**src/rtl/branch_redirect_if.sv**
```systemverilog
`default_nettype none
// ============================================================================
//  Module      : branch_redirect_if
//  Description : Bundle between EX/fetch and the branch redirect controller.
//                The slave modport is the controller; master is its environment.
//  Revision    : 1.0 - initial release
// ============================================================================
interface branch_redirect_if #(
    parameter int CNT_W = 32
);
    // EX resolution
    logic             resolved_valid;
    logic             resolved_taken;
    logic [31:0]      resolved_target;
    logic [31:0]      branch_pc;
    logic             pred_taken;
    logic [31:0]      pred_target;
    logic             ds_fetched;
    // Redirect handshake to fetch
    logic             redirect_valid;
    logic             redirect_ready;
    logic [31:0]      redirect_pc;
    logic             flush;
    logic             ex_stall;
    // BHT read port used by fetch
    logic [31:0]      lookup_pc;
    logic             lookup_taken;
    // Statistics
    logic [CNT_W-1:0] mispredict_cnt;

    modport slave (
        input  resolved_valid, resolved_taken, resolved_target, branch_pc,
        input  pred_taken, pred_target, ds_fetched, redirect_ready, lookup_pc,
        output redirect_valid, redirect_pc, flush, ex_stall, lookup_taken,
        output mispredict_cnt
    );

    modport master (
        output resolved_valid, resolved_taken, resolved_target, branch_pc,
        output pred_taken, pred_target, ds_fetched, redirect_ready, lookup_pc,
        input  redirect_valid, redirect_pc, flush, ex_stall, lookup_taken,
        input  mispredict_cnt
    );
endinterface
`default_nettype wire

```
**src/rtl/branch_redirect_ctrl.sv**
```systemverilog
`default_nettype none
// ============================================================================
//  Module      : branch_redirect_ctrl
//  Description : Detects branch mispredicts from EX, holds the corrected PC
//                until the delay slot is fetched, then issues a valid/ready
//                redirect to fetch. Owns the 2-bit BHT and a mispredict count.
//  Revision    : 1.0 - initial release
// ============================================================================
module branch_redirect_ctrl #(
    parameter int BHT_DEPTH = 64,
    parameter int CNT_W     = 32
) (
    input  wire logic          clk,
    input  wire logic          rst,
    branch_redirect_if.slave   bus
);
    localparam int IDX_W = $clog2(BHT_DEPTH);

    typedef enum logic [1:0] {
        S_IDLE     = 2'd0,
        S_WAIT_DS  = 2'd1,
        S_REDIRECT = 2'd2
    } state_t;

    state_t             r_state;
    logic               r_redirect_valid;
    logic [31:0]        r_redirect_pc;
    logic               r_ex_stall;
    logic [CNT_W-1:0]   r_cnt;
    logic [1:0]         r_bht [BHT_DEPTH];

    logic               w_mispredict;
    logic [31:0]        w_correct_pc;
    logic               w_sample;
    logic [IDX_W-1:0]   w_upd_idx;
    logic [IDX_W-1:0]   w_lkp_idx;
    logic [1:0]         w_cur_ctr;
    logic               w_unused;

    // Resolution is only looked at while idle; in other states EX is stalled.
    assign w_sample     = bus.resolved_valid && (r_state == S_IDLE);
    assign w_mispredict = (bus.resolved_taken != bus.pred_taken) ||
                          (bus.resolved_taken && bus.pred_taken &&
                           (bus.resolved_target != bus.pred_target));
    assign w_correct_pc = bus.resolved_taken ? bus.resolved_target
                                             : (bus.branch_pc + 32'd8);

    assign w_upd_idx    = bus.branch_pc[IDX_W+1:2];
    assign w_lkp_idx    = bus.lookup_pc[IDX_W+1:2];
    assign w_cur_ctr    = r_bht[w_upd_idx];

    // PC bits outside the BHT index never influence the prediction.
    assign w_unused     = ^{bus.branch_pc[31:IDX_W+2], bus.branch_pc[1:0],
                            bus.lookup_pc[31:IDX_W+2], bus.lookup_pc[1:0]};

    assign bus.redirect_valid = r_redirect_valid;
    assign bus.redirect_pc    = r_redirect_pc;
    assign bus.ex_stall       = r_ex_stall;
    assign bus.mispredict_cnt = r_cnt;
    // Flush coincides with the accepted redirect, not a cycle later.
    assign bus.flush          = r_redirect_valid && bus.redirect_ready;
    // Read before the write lands, so a same-cycle update is not visible yet.
    assign bus.lookup_taken   = r_bht[w_lkp_idx][1];

    // Redirect FSM: latch corrected PC, wait for the delay slot, hand off.
    always_ff @(posedge clk or posedge rst) begin
        if (rst) begin
            r_state          <= S_IDLE;
            r_redirect_valid <= 1'b0;
            r_redirect_pc    <= 32'd0;
            r_ex_stall       <= 1'b0;
            r_cnt            <= '0;
        end else begin
            case (r_state)
                S_IDLE: begin
                    if (bus.resolved_valid && w_mispredict) begin
                        r_redirect_pc <= w_correct_pc;
                        r_cnt         <= r_cnt + {{(CNT_W-1){1'b0}}, 1'b1};
                        r_ex_stall    <= 1'b1;
                        if (bus.ds_fetched) begin
                            r_state          <= S_REDIRECT;
                            r_redirect_valid <= 1'b1;
                        end else begin
                            r_state <= S_WAIT_DS;
                        end
                    end
                end
                S_WAIT_DS: begin
                    if (bus.ds_fetched) begin
                        r_state          <= S_REDIRECT;
                        r_redirect_valid <= 1'b1;
                    end
                end
                S_REDIRECT: begin
                    if (bus.redirect_ready) begin
                        r_state          <= S_IDLE;
                        r_redirect_valid <= 1'b0;
                        r_ex_stall       <= 1'b0;
                    end
                end
                default: begin
                    r_state          <= S_IDLE;
                    r_redirect_valid <= 1'b0;
                    r_ex_stall       <= 1'b0;
                end
            endcase
        end
    end

    // BHT: saturating 2-bit counters trained by every sampled resolution.
    always_ff @(posedge clk or posedge rst) begin
        if (rst) begin
            for (int i = 0; i < BHT_DEPTH; i++) begin
                r_bht[i] <= 2'b01;
            end
        end else if (w_sample) begin
            if (bus.resolved_taken) begin
                if (w_cur_ctr != 2'b11) begin
                    r_bht[w_upd_idx] <= w_cur_ctr + 2'b01;
                end
            end else begin
                if (w_cur_ctr != 2'b00) begin
                    r_bht[w_upd_idx] <= w_cur_ctr - 2'b01;
                end
            end
        end
    end
endmodule
`default_nettype wire

```
**src/flat_wrapper.sv**
```systemverilog
// flat-port wrapper written by rule: the top's interface ports become plain ports
module branch_redirect_ctrl_flat 
#(
    parameter int BHT_DEPTH = 64,
    parameter int CNT_W     = 32
)
  (clk, rst, bus_resolved_valid, bus_resolved_taken, bus_resolved_target, bus_branch_pc, bus_pred_taken, bus_pred_target, bus_ds_fetched, bus_redirect_ready, bus_lookup_pc, bus_redirect_valid, bus_redirect_pc, bus_flush, bus_ex_stall, bus_lookup_taken, bus_mispredict_cnt);
  branch_redirect_if #(.CNT_W(CNT_W)) bus_i ();
  input  wire logic clk;
  input  wire logic rst;
  input wire logic [$bits(bus_i.resolved_valid)-1:0] bus_resolved_valid;
  input wire logic [$bits(bus_i.resolved_taken)-1:0] bus_resolved_taken;
  input wire logic [$bits(bus_i.resolved_target)-1:0] bus_resolved_target;
  input wire logic [$bits(bus_i.branch_pc)-1:0] bus_branch_pc;
  input wire logic [$bits(bus_i.pred_taken)-1:0] bus_pred_taken;
  input wire logic [$bits(bus_i.pred_target)-1:0] bus_pred_target;
  input wire logic [$bits(bus_i.ds_fetched)-1:0] bus_ds_fetched;
  input wire logic [$bits(bus_i.redirect_ready)-1:0] bus_redirect_ready;
  input wire logic [$bits(bus_i.lookup_pc)-1:0] bus_lookup_pc;
  output wire logic [$bits(bus_i.redirect_valid)-1:0] bus_redirect_valid;
  output wire logic [$bits(bus_i.redirect_pc)-1:0] bus_redirect_pc;
  output wire logic [$bits(bus_i.flush)-1:0] bus_flush;
  output wire logic [$bits(bus_i.ex_stall)-1:0] bus_ex_stall;
  output wire logic [$bits(bus_i.lookup_taken)-1:0] bus_lookup_taken;
  output wire logic [$bits(bus_i.mispredict_cnt)-1:0] bus_mispredict_cnt;
  assign bus_i.resolved_valid = bus_resolved_valid;
  assign bus_i.resolved_taken = bus_resolved_taken;
  assign bus_i.resolved_target = bus_resolved_target;
  assign bus_i.branch_pc = bus_branch_pc;
  assign bus_i.pred_taken = bus_pred_taken;
  assign bus_i.pred_target = bus_pred_target;
  assign bus_i.ds_fetched = bus_ds_fetched;
  assign bus_i.redirect_ready = bus_redirect_ready;
  assign bus_i.lookup_pc = bus_lookup_pc;
  assign bus_redirect_valid = bus_i.redirect_valid;
  assign bus_redirect_pc = bus_i.redirect_pc;
  assign bus_flush = bus_i.flush;
  assign bus_ex_stall = bus_i.ex_stall;
  assign bus_lookup_taken = bus_i.lookup_taken;
  assign bus_mispredict_cnt = bus_i.mispredict_cnt;
  branch_redirect_ctrl #(.BHT_DEPTH(BHT_DEPTH), .CNT_W(CNT_W)) u_core (.clk(clk), .rst(rst), .bus(bus_i));
endmodule
```
**config.mk**
```make
export PLATFORM = sky130hd
export DESIGN_NAME = branch_redirect_ctrl_flat
export DESIGN_NICKNAME = d
export VERILOG_FILES = /design/src/rtl/branch_redirect_if.sv /design/src/rtl/branch_redirect_ctrl.sv /design/src/flat_wrapper.sv
export SDC_FILE = /design/constraint.sdc
export NUM_CORES = 1
export LEC_CHECK = 0
export BUFFER_PORTS_ARGS = -buffer_cell sky130_fd_sc_hd__buf_2
export CAP_MARGIN = 20
export CORE_MARGIN = 4
export CORE_UTILIZATION = 40
export DETAILED_ROUTE_END_ITERATION = 10
export GPL_TIMING_DRIVEN = 0
export RECOVER_POWER = 50
export SYNTH_ARGS = -nofsm -noshare
export SYNTH_HDL_FRONTEND = slang
export SYNTH_SLANG_ARGS = --single-unit
export TNS_END_PERCENT = 10
```
**constraint.sdc**
```tcl
create_clock -name clk -period 8.04 [get_ports clk]
set_input_delay 0.402 -clock clk [delete_from_list [all_inputs] [get_ports clk]]
set_output_delay 0.402 -clock clk [all_outputs]
set_load 0.02 [all_outputs]
```
# Word level (Yosys, flattened, before mapping)
# Cells that the tools add are included.
[totals]
register_bits = 196
latch_bits = 0
ramBits = 0
mem_bits_ro = 0
in_bits = 135
word_cells = 128
n_memories = 0
[op_classes]
n_addsub = 4
multipliers = 0
div_mod_pow = 0
order_cmp = 3
n_eq_ne = 9
n_shift = 0
mux = 25
bitwise_logic = 3
reduce_logical = 15
[op_table]
columns = ["op", "n"]
rows = [
  ["$mux 128", 3],
  ["$bwmux 128", 2],
  ["$add 32x1->32 const B", 1],
  ["$add 32x4->32 const B", 1],
  ["$mux 32", 1],
  ["$ne 32x32->1", 1],
  ["$bmux 2 s6", 2],
  ["$mux 2", 9],
  ["$ge 7x7->1 const B", 2],
  ["$not 6->7", 2],
  ["$demux 2 s6", 1],
  ["$reduce_and 3->1", 3],
  ["$ne 2x2->1 const B", 4],
  ["$lt 7x1->1 const B", 1],
  ["$logic_and 1x1->1", 6],
  ["$pmux 1 s3", 2],
  ["$pmux 2 s3", 1],
  ["$mux 1", 4],
  ["$reduce_and 2->1", 2],
  ["$reduce_bool 2->1", 2],
  ["$add 2x1->2 const B", 1],
  ["$eq 2x1->1 const B", 1],
  ["$eq 2x2->1 const B", 1],
  ["$logic_not 2->1", 1],
  ["other kinds (5)", 5],
]

# Depth between registers and ports, before layout
# Gate-level depths: netlist of run 1.
[logic_depth]
ltp_word = 8
mapped_depth = 16
ltp_nobuf = 14

# Least setup slack after synthesis of run 1
# No wires, ideal clock.
[synth_path]
kind = "input to register"
startpoint = "in bus_branch_pc[2]"
endpoint = "reg u_core.r_bht[67] in the netlist's numbering"
arrival_time_ns = 3.115
required_ns = 7.912
setup_slack_ns = 4.797
path_stages = 14
path_buffers = 2
cell_sequence = "buf_4 > buf_4 > mux4_2 > mux2i_1 > nor3b_1 > o21ai_1 > o311a_1 > inv_2 > ha_1 > mux2i_1 > nand2_1 > nor3_2 > nand2_1 > mux2_1"
[synth_between]
elab_chain_cells = 8
elab_cells_between_ends = 21
cone_classes = "add/sub (2); order compare (2); eq/ne (2); mux (10); bitwise (1); reduce/logical (4)"
[synth_lines]
columns = ["item", "line", "rtl"]
rows = [
  ["start: declaration", "flat_wrapper.sv:14", "input wire logic [$bits(bus_i.branch_pc)-1:0] bus_branch_pc;"],
  ["$not 6->7 (implied by the code) (*)", "branch_redirect_ctrl.sv:50, branch_redirect_ctrl.sv:119, branch_redirect_ctrl.sv:123", ""],
  ["$bmux 2 s6 (tied with other cells)", "branch_redirect_ctrl.sv:50", "assign w_cur_ctr = r_bht[w_upd_idx];"],
  ["$mux 2 (implied by the code) or $logic_and 1x1->1 (tied branches)", "branch_redirect_ctrl.sv:50, branch_redirect_ctrl.sv:119, branch_redirect_ctrl.sv:123", ""],
  ["$mux 2, on equally long branches", "branch_redirect_ctrl.sv:50, branch_redirect_ctrl.sv:119, branch_redirect_ctrl.sv:123", ""],
  ["$sub 2x1->2 (tied with other cells)", "branch_redirect_ctrl.sv:123", "r_bht[w_upd_idx] <= w_cur_ctr - 2'b01;"],
  ["$bwmux 128, on equally long branches", "branch_redirect_ctrl.sv:123, branch_redirect_ctrl.sv:119", ""],
  ["$mux 128, on equally long branches", "branch_redirect_ctrl.sv:122, branch_redirect_ctrl.sv:118", ""],
  ["$mux 128", "branch_redirect_ctrl.sv:117", "if (bus.resolved_taken) begin"],
  ["end signal: indexed assignment", "branch_redirect_ctrl.sv:119", "r_bht[w_upd_idx] <= w_cur_ctr + 2'b01;"],
  ["end signal: indexed assignment", "branch_redirect_ctrl.sv:123", ""],
  ["end: declaration", "branch_redirect_ctrl.sv:30", "logic [1:0] r_bht [BHT_DEPTH];"],
]
# Every way passes the cells marked *; elsewhere a longest branch is shown, timed or not. The select of a mux whose other input is x is not followed.
# A chain may end at the register's enable or synchronous reset.

==> load_flow_metrics.sql, run 1 <==
INSERT INTO impl_metrics (metric_group, metric, value, unit) VALUES
('outcome', 'outcome', 'complete, but fails checks', ''),
('outcome', 'violations', 'capacitance limit, slew limit', ''),
('synthesis', 'synth_top_family_by_area', 'multiplexers', ''),
('final_layout', 'area_growth', '16.8', '%'),
('job', 'drv.max_cap_violation_count', '2', ''),
('global_routing', 'groute.usage.overall', '22.4', '%'),
('setup_path', 'worst_path_largest_cell_delay', '2.53', 'ns'),
('die', 'die-area', '0.0300', 'sq mm'),
('clock_tree', 'clk_pin_slew_worst_paths', '0.08', 'ns'),
('clock_tree', 'post_cts_resized', '0', ''),
('power', 'switching_power', '0.980', 'mW'),
('clock_tree', 'holdBufCountCts', '0', ''),
('final_layout', 'layout-drive-gt1-share', '32.6', '%'),
('min_path', 'min_to', 'u_core.r_state[0]', ''),
('setup_path', 'start_kind', 'input port', ''),
('synthesis', 'synth_simple_gate_area_share', '14.3', '%'),
('synthesis', 'post_synth_top_area_cell', 'sky130_fd_sc_hd__dfrtp_1', ''),
('synthesis', 'synth_seq_cells', '196', ''),
('placed_design', 'number_of_cells_in_the_design_after_placement', '1509', ''),
('synthesis', 'syn-num-nets', '1137', ''),
('timing', 'tightest_slew', '4.57', 'ns'),
('global_routing', 'grt_overflow_total', '0', ''),
('synthesis', 'synth_enable_flop_cells', '0', ''),
('global_routing', 'grt_start_max_net_pins', '102', ''),
('clock_tree', 'cts_made_buffers', '17', ''),
('timing', 'slew_violations', '199', ''),
('clock_tree', 'max-clock-path-buffers', '2', ''),
('power', 'ir_drop', '0.114', 'mV'),
('clock_tree', 'clock_tree_from_tritoncts', 'yes', ''),
('setup_path', 'regToRegSetupSlack', '4.26', 'ns'),
('final_layout', 'number_of_nets_in_the_finished_design', '1331', ''),
('placed_design', 'buffer_ports.inserted', '173', ''),
('final_layout', 'filler_cell_count', '2532', ''),
('synthesis', 'synthesis.instances', '994', ''),
('clock_tree', 'cts_max_level', '4', ''),
('final_layout', 'instances_no_fill', '1543', ''),
('synthesis', 'post_synth_mux_area_share', '22.1', '%'),
('die', 'floorplan.initialDensity', '40.6', '%'),
('setup_path', 'worst-setup-path-type', 'in2async', ''),
('setup_path', 'r2r_end', 'u_core.r_bht[73]', ''),
('synthesis', 'syn-mean-instance-area', '11.0', 'sq um'),
('synthesis', 'ys_seq_area_share', '45.6', '%'),
('die', 'core_area', '0.0270', 'sq mm'),
('timing', 'fmax', '0.195', 'GHz'),
('synthesis', 'synth_top_flop_cell', 'sky130_fd_sc_hd__dfrtp_1', ''),
('power', 'power.density_cell_area', '223', 'mW/mm^2'),
('detailed_routing', 'wl_per_cell', '21.7', 'microns'),
('synthesis', 'synth_cell_types', '52', ''),
('detailed_routing', 'drt_iter0_markers', '712', ''),
('global_routing', 'first_global_vias', '8696', ''),
('setup_path', 'critical_path_cell_with_the_highest_stage_delay', 'sky130_fd_sc_hd__clkinvlp_2', ''),
('global_routing', 'grt_first_pass_wirelength', '52500', 'microns'),
('synthesis', 'fraction_of_the_mapped_netlist_area_in_compound_gates', '6.85', '%'),
('timing', 'skew_final', '0.0138', 'ns'),
('setup_path', 'required', '8.09', 'ns'),
('timing', 'rsz0062_at_grt', 'false', ''),
('min_path', 'number_of_cells_on_the_worst_hold_path', '2', ''),
('die', 'top_level_ports', '203', ''),
('power', 'comb_power_share', '24.4', '%'),
('placed_design', 'post-dp-hpwl', '25100', 'microns'),
('die', 'placementRows', '60', ''),
('power', 'swShare', '34.4', '%'),
('setup_path', 'kind_of_capture_point_of_the_worst_setup_path', 'async pin', ''),
('timing', 'period_needed', '5.14', 'ns'),
('min_path', 'hp-class', 'in2reg', ''),
('detailed_routing', 'drc', '0', ''),
('detailed_routing', 'route.antenna.remaining_nets', '0', ''),
('power', 'seq_power_share', '46.1', '%'),
('placed_design', 'place_congestion', '0.888', ''),
('timing', 'timing_hold_violations_final', '0', ''),
('detailed_routing', 'num_vias', '8604', '');
area by class of cell:
class / count / area, sq um / area share (%)
Clock buffer: 17 / 425 / 3.33
Buffer: 58 / 300 / 2.35
Clock inverter: 15 / 141 / 1.11
Antenna cell: 1 / 2.50 / 0.0196
Timing Repair Buffer: 175 / 836 / 6.55
Sequential cell: 196 / 4980 / 39.1
Multi-Input combinational cell: 732 / 5610 / 44.0
Tap cell: 341 / 427 / 3.34
Inverter: 8 / 31.3 / 0.245
how the worst max path moves through the flow:
stage          slack, ns  cells past startpoint                  end        startpoint
2_1_floorplan       2.40                      1  u_core.bus.ex_stall               rst
3_3_place_gp       -0.21                      2     u_core.r_bht[21]               rst
3_5_place_dp        3.30                     13     u_core.r_bht[85]  bus_branch_pc[4]
4_1_cts             3.75                     13     u_core.r_bht[85]  bus_branch_pc[4]
5_1_grt             1.87                      3     u_core.r_bht[41]               rst
6_report            2.90                      3     u_core.r_bht[39]               rst
worst reg2reg max path, delay by kind of cell, from the launching register on:
family | cells | cell delay (ns)
simple gates | 5 | 1.68
compound gates | 2 | 0.43
fa+ha+maj | 1 | 0.19
buf+inv | 1 | 0.27
flops | 1 | 0.54
mux | 3 | 0.57
metrics by stage:
stage / setup WS [ns] / util (%) / power, mW / TNS, ns
6_report: 2.90 / 47.4 / 2.85 / 0
5_1_grt: 1.87 / 47.4 / 2.99 / 0
4_1_cts: 3.75 / 47.6 / 2.88 / 0
3_5_place_dp: 3.30 / 45.5 / 2.04 / 0
3_3_place_gp: -0.210 / 45.3 / 2.02 / -24.93
2_1_floorplan: 2.40 / - / 1.75 / 0
power groups by stage:
stage	Combinational, mW	Sequential (mW)	Clock [mW]
2_1_floorplan	0.358	1.39	0
3_3_place_gp	0.706	1.32	0
3_5_place_dp	0.713	1.33	0
4_1_cts	0.715	1.31	0.858
5_1_grt	0.762	1.34	0.893
6_report	0.696	1.31	0.840
routing by layer:
layer | part of all wire [%] | wire length (microns) | vias up | track usage (%)
met5 | 0 | 0 | - | 0
met4 | 2.7 | 890 | 0 | 6.95
met3 | 7.4 | 2480 | 41 | 5.23
met2 | 48 | 15900 | 331 | 36.6
met1 | 42 | 14200 | 4274 | 29.7
li1 | - | - | 3958 | -
synth_stat cells (3+ instances only):
master                     count
sky130_fd_sc_hd__inv_1         6
sky130_fd_sc_hd__nor2b_1       6
sky130_fd_sc_hd__a21oi_1      25
sky130_fd_sc_hd__and3_1       15
sky130_fd_sc_hd__mux4_1        3
sky130_fd_sc_hd__dfstp_2      64
sky130_fd_sc_hd__dfrtp_1     132
sky130_fd_sc_hd__xnor2_1      34
sky130_fd_sc_hd__mux2_1       13
sky130_fd_sc_hd__nand2_1     170
sky130_fd_sc_hd__o31ai_1      39
sky130_fd_sc_hd__ha_1          8
sky130_fd_sc_hd__and2_1       10
sky130_fd_sc_hd__nand4_1      22
sky130_fd_sc_hd__nand3_1      28
sky130_fd_sc_hd__o21ai_1      20
sky130_fd_sc_hd__a22oi_1       6
sky130_fd_sc_hd__o21ai_0      18
sky130_fd_sc_hd__nor3_1        8
sky130_fd_sc_hd__buf_6         3
sky130_fd_sc_hd__and4_1        3
sky130_fd_sc_hd__buf_2        15
sky130_fd_sc_hd__xor2_1       56
sky130_fd_sc_hd__clkbuf_1     28
sky130_fd_sc_hd__nor3_2        3
sky130_fd_sc_hd__buf_4         8
sky130_fd_sc_hd__nand2b_1      3
sky130_fd_sc_hd__mux2i_1      46
sky130_fd_sc_hd__buf_1         3
sky130_fd_sc_hd__nor2_1       47
sky130_fd_sc_hd__nor4_1       12
sky130_fd_sc_hd__mux2_2       82
sky130_fd_sc_hd__mux4_2       36
cells by family after synthesis:
| logic type | after synthesis |
|---|---|
| multiplexers | 180 |
| AO/OA/AOI/OAI | 119 |
| XOR/XNOR | 90 |
| flip-flops | 196 |
| AND/OR/NAND/NOR | 335 |
| buffers and inverters | 66 |
| adder cells (fa/ha/maj) | 8 |
No activity file was read; power rests on OpenSTA's default activity.
==> run 2, diff against run 1 <==
- clock period: 8.04 -> 4.8 ns (I/O delays scaled with it)
==> load_flow_metrics.sql, run 2 (synthesis results as in run 1) <==
INSERT INTO impl_metrics (metric_group, metric, value, unit) VALUES
('outcome', 'outcome', 'complete, but fails checks', ''),
('outcome', 'violations', 'capacitance limit, slew limit', ''),
('die', 'die-area', '0.0300', 'sq mm'),
('clock_tree', 'holdBufCountCts', '2', ''),
('setup_path', 'regToRegSetupSlack', '0.94', 'ns'),
('clock_tree', 'cts_setup_buffers', '0', ''),
('setup_path', 'worst-endpoint-arrival', '4.40', 'ns'),
('die', 'floorplan.initialDensity', '40.6', '%'),
('global_routing', 'first_global_vias', '8754', ''),
('timing', 'timing_hold_violations_final', '0', ''),
('final_layout', 'number_of_nets_in_the_finished_design', '1338', ''),
('clock_tree', 'clock_tree_from_tritoncts', 'yes', ''),
('power', 'power.density_cell_area', '382', 'mW/mm^2'),
('final_layout', 'num_antenna_cells', '0', ''),
('setup_path', 'critical_path_peak_fanout', '11', ''),
('final_layout', 'filler_cell_count', '2551', ''),
('clock_tree', 'cts_num_sinks', '196', ''),
('timing', 'slew_violations', '101', ''),
('placed_design', 'place_congestion', '0.910', ''),
('final_layout', 'layout-drive-gt1-share', '29.7', '%'),
('timing', 'setup-tns-final', '0', 'ns'),
('setup_path', 'required', '5.13', 'ns'),
('timing', 'skew_final', '0.0147', 'ns'),
('min_path', 'hp-class', 'in2reg', ''),
('setup_path', 'kind_of_capture_point_of_the_worst_setup_path', 'flop', ''),
('detailed_routing', 'drt_pre_antenna_iters', '6', ''),
('power', 'ir_drop', '0.216', 'mV'),
('detailed_routing', 'detail_route.wirelength', '33900', 'microns'),
('final_layout', 'area_growth', '17.6', '%'),
('setup_path', 'worst-setup-path-type', 'in2reg', ''),
('timing', 'setup_viol_count_final', '0', ''),
('clock_tree', 'clock_insertion_delay_worst_skew', '0.45', 'ns'),
('clock_tree', 'cts_made_buffers', '17', ''),
('timing', 'period_needed', '4.07', 'ns'),
('detailed_routing', 'wl_per_cell', '21.9', 'microns'),
('global_routing', 'grt_antenna_before_repair', '0', ''),
('detailed_routing', 'avgViaCountPerCell', '5.67', ''),
('job', 'drv.max_cap_violation_count', '3', ''),
('clock_tree', 'cts_max_level', '4', ''),
('die', 'chipWidth', '173', 'microns'),
('timing', 'timing.final.crit_share', '84.8', '%'),
('die', 'die_height', '173', 'microns'),
('clock_tree', 'max-clock-path-buffers', '2', ''),
('clock_tree', 'clk_pin_slew_worst_paths', '0.08', 'ns'),
('timing', 'fmax', '0.246', 'GHz'),
('global_routing', 'grt_overflow_total', '0', ''),
('timing', 'rsz0062_at_grt', 'false', ''),
('setup_path', 'start_kind', 'input port', ''),
('timing', 'tightest_slew', '1.90', 'ns'),
('power', 'total_power', '4.91', 'mW'),
('detailed_routing', 'drt_iter0_markers', '695', ''),
('global_routing', 'groute.usage.overall', '22.3', '%'),
('final_layout', 'highest_count_cells_in_the_layout_ignoring_fill_and_taps', '170 x sky130_fd_sc_hd__nand2_1, 132 x sky130_fd_sc_hd__dfrtp_1, 120 x sky130_fd_sc_hd__buf_2, 100 x sky130_fd_sc_hd__clkbuf_1, 82 x sky130_fd_sc_hd__mux2_2', ''),
('die', 'top_level_ports', '203', ''),
('power', 'power.static_leakage', '5.59', 'nW'),
('detailed_routing', 'route.antenna.remaining_nets', '0', ''),
('detailed_routing', 'drc', '0', ''),
('placed_design', 'buffer_ports.inserted', '173', ''),
('die', 'placementRows', '60', ''),
('placed_design', 'post-dp-hpwl', '25700', 'microns'),
('final_layout', 'mostFrequentLayoutCell', 'sky130_fd_sc_hd__nand2_1', ''),
('timing', 'timing.max_slew.rel_slack', '-26.5', '%'),
('global_routing', 'grt_first_pass_wirelength', '52400', 'microns'),
('clock_tree', 'post_cts_resized', '0', ''),
('detailed_routing', 'num_vias', '8786', ''),
('global_routing', 'grt_start_max_net_pins', '41', ''),
('clock_tree', 'clock_tree.root_cell', 'sky130_fd_sc_hd__clkbuf_16', ''),
('die', 'core_area', '0.0270', 'sq mm');
-- run 2: final timing paths --
kind,to,from,cells after the start
max,u_core.r_bht[67],bus_branch_pc[4],15
min,u_core.bus.redirect_pc[1],bus_branch_pc[1],3
max reg2reg,u_core.r_bht[67],flop,12
min reg2reg,flop,flop,2
max in group asynchronous,async pin,rst,7
min in group asynchronous,u_core.bus.mispredict_cnt[9],rst,4
-- run 2: per-stage QoR --
stage,worst slack (ns),cell area [sq um],hold slack [ns],utilization (%),cells
2_1_floorplan,1.72,10900,0.311,-,994
3_3_place_gp,0.248,12200,0.420,45.4,1508
3_5_place_dp,0.238,12400,0.341,45.8,1515
4_1_cts,0.675,13000,0.0788,48.3,1549
5_1_grt,0.420,12900,0.118,47.7,1549
6_report,0.728,12900,0.0831,47.7,1549
-- run 2: final cells by class --
type / instances / area (sq um) / share of cell area, %
buffer: 58 / 300 / 2.34
sequential: 196 / 4980 / 38.8
clock buffer: 17 / 425 / 3.31
clock inverter: 15 / 211 / 1.64
multi-input combinational: 732 / 5610 / 43.7
timing repair buffer: 182 / 863 / 6.71
inverter: 8 / 31.3 / 0.243
tap: 341 / 427 / 3.32
-- run 2: report_power, final --
part / switching, mW / internal, mW / leakage, nW / total [mW]
clock network: 0.738 / 0.805 / 0.309 / 1.54
registers: 0.206 / 1.99 / 2.41 / 2.20
logic: 0.726 / 0.440 / 2.87 / 1.17
-- run 2: critical path, stage by stage --
cell and delay, ns:
sky130_fd_sc_hd__buf_2 0.13, sky130_fd_sc_hd__buf_4 0.18, sky130_fd_sc_hd__inv_2 0.18, sky130_fd_sc_hd__nor2_1 0.50, sky130_fd_sc_hd__a22o_1 0.26, sky130_fd_sc_hd__nor3_1 0.08
sky130_fd_sc_hd__a31oi_2 0.44, sky130_fd_sc_hd__buf_2 0.34, sky130_fd_sc_hd__nand3_1 0.12, sky130_fd_sc_hd__ha_1 0.22, sky130_fd_sc_hd__mux2i_1 0.13, sky130_fd_sc_hd__nand2_1 0.31
sky130_fd_sc_hd__nor3_2 0.65, sky130_fd_sc_hd__nand2_1 0.22, sky130_fd_sc_hd__mux2_1 0.38
-- run 2: metal layers --
metal,GRT usage [%],part of all wire (%)
met1,29.6,43
met5,0,0
met2,36.7,47
met3,4.97,6.6
met4,6.85,2.9
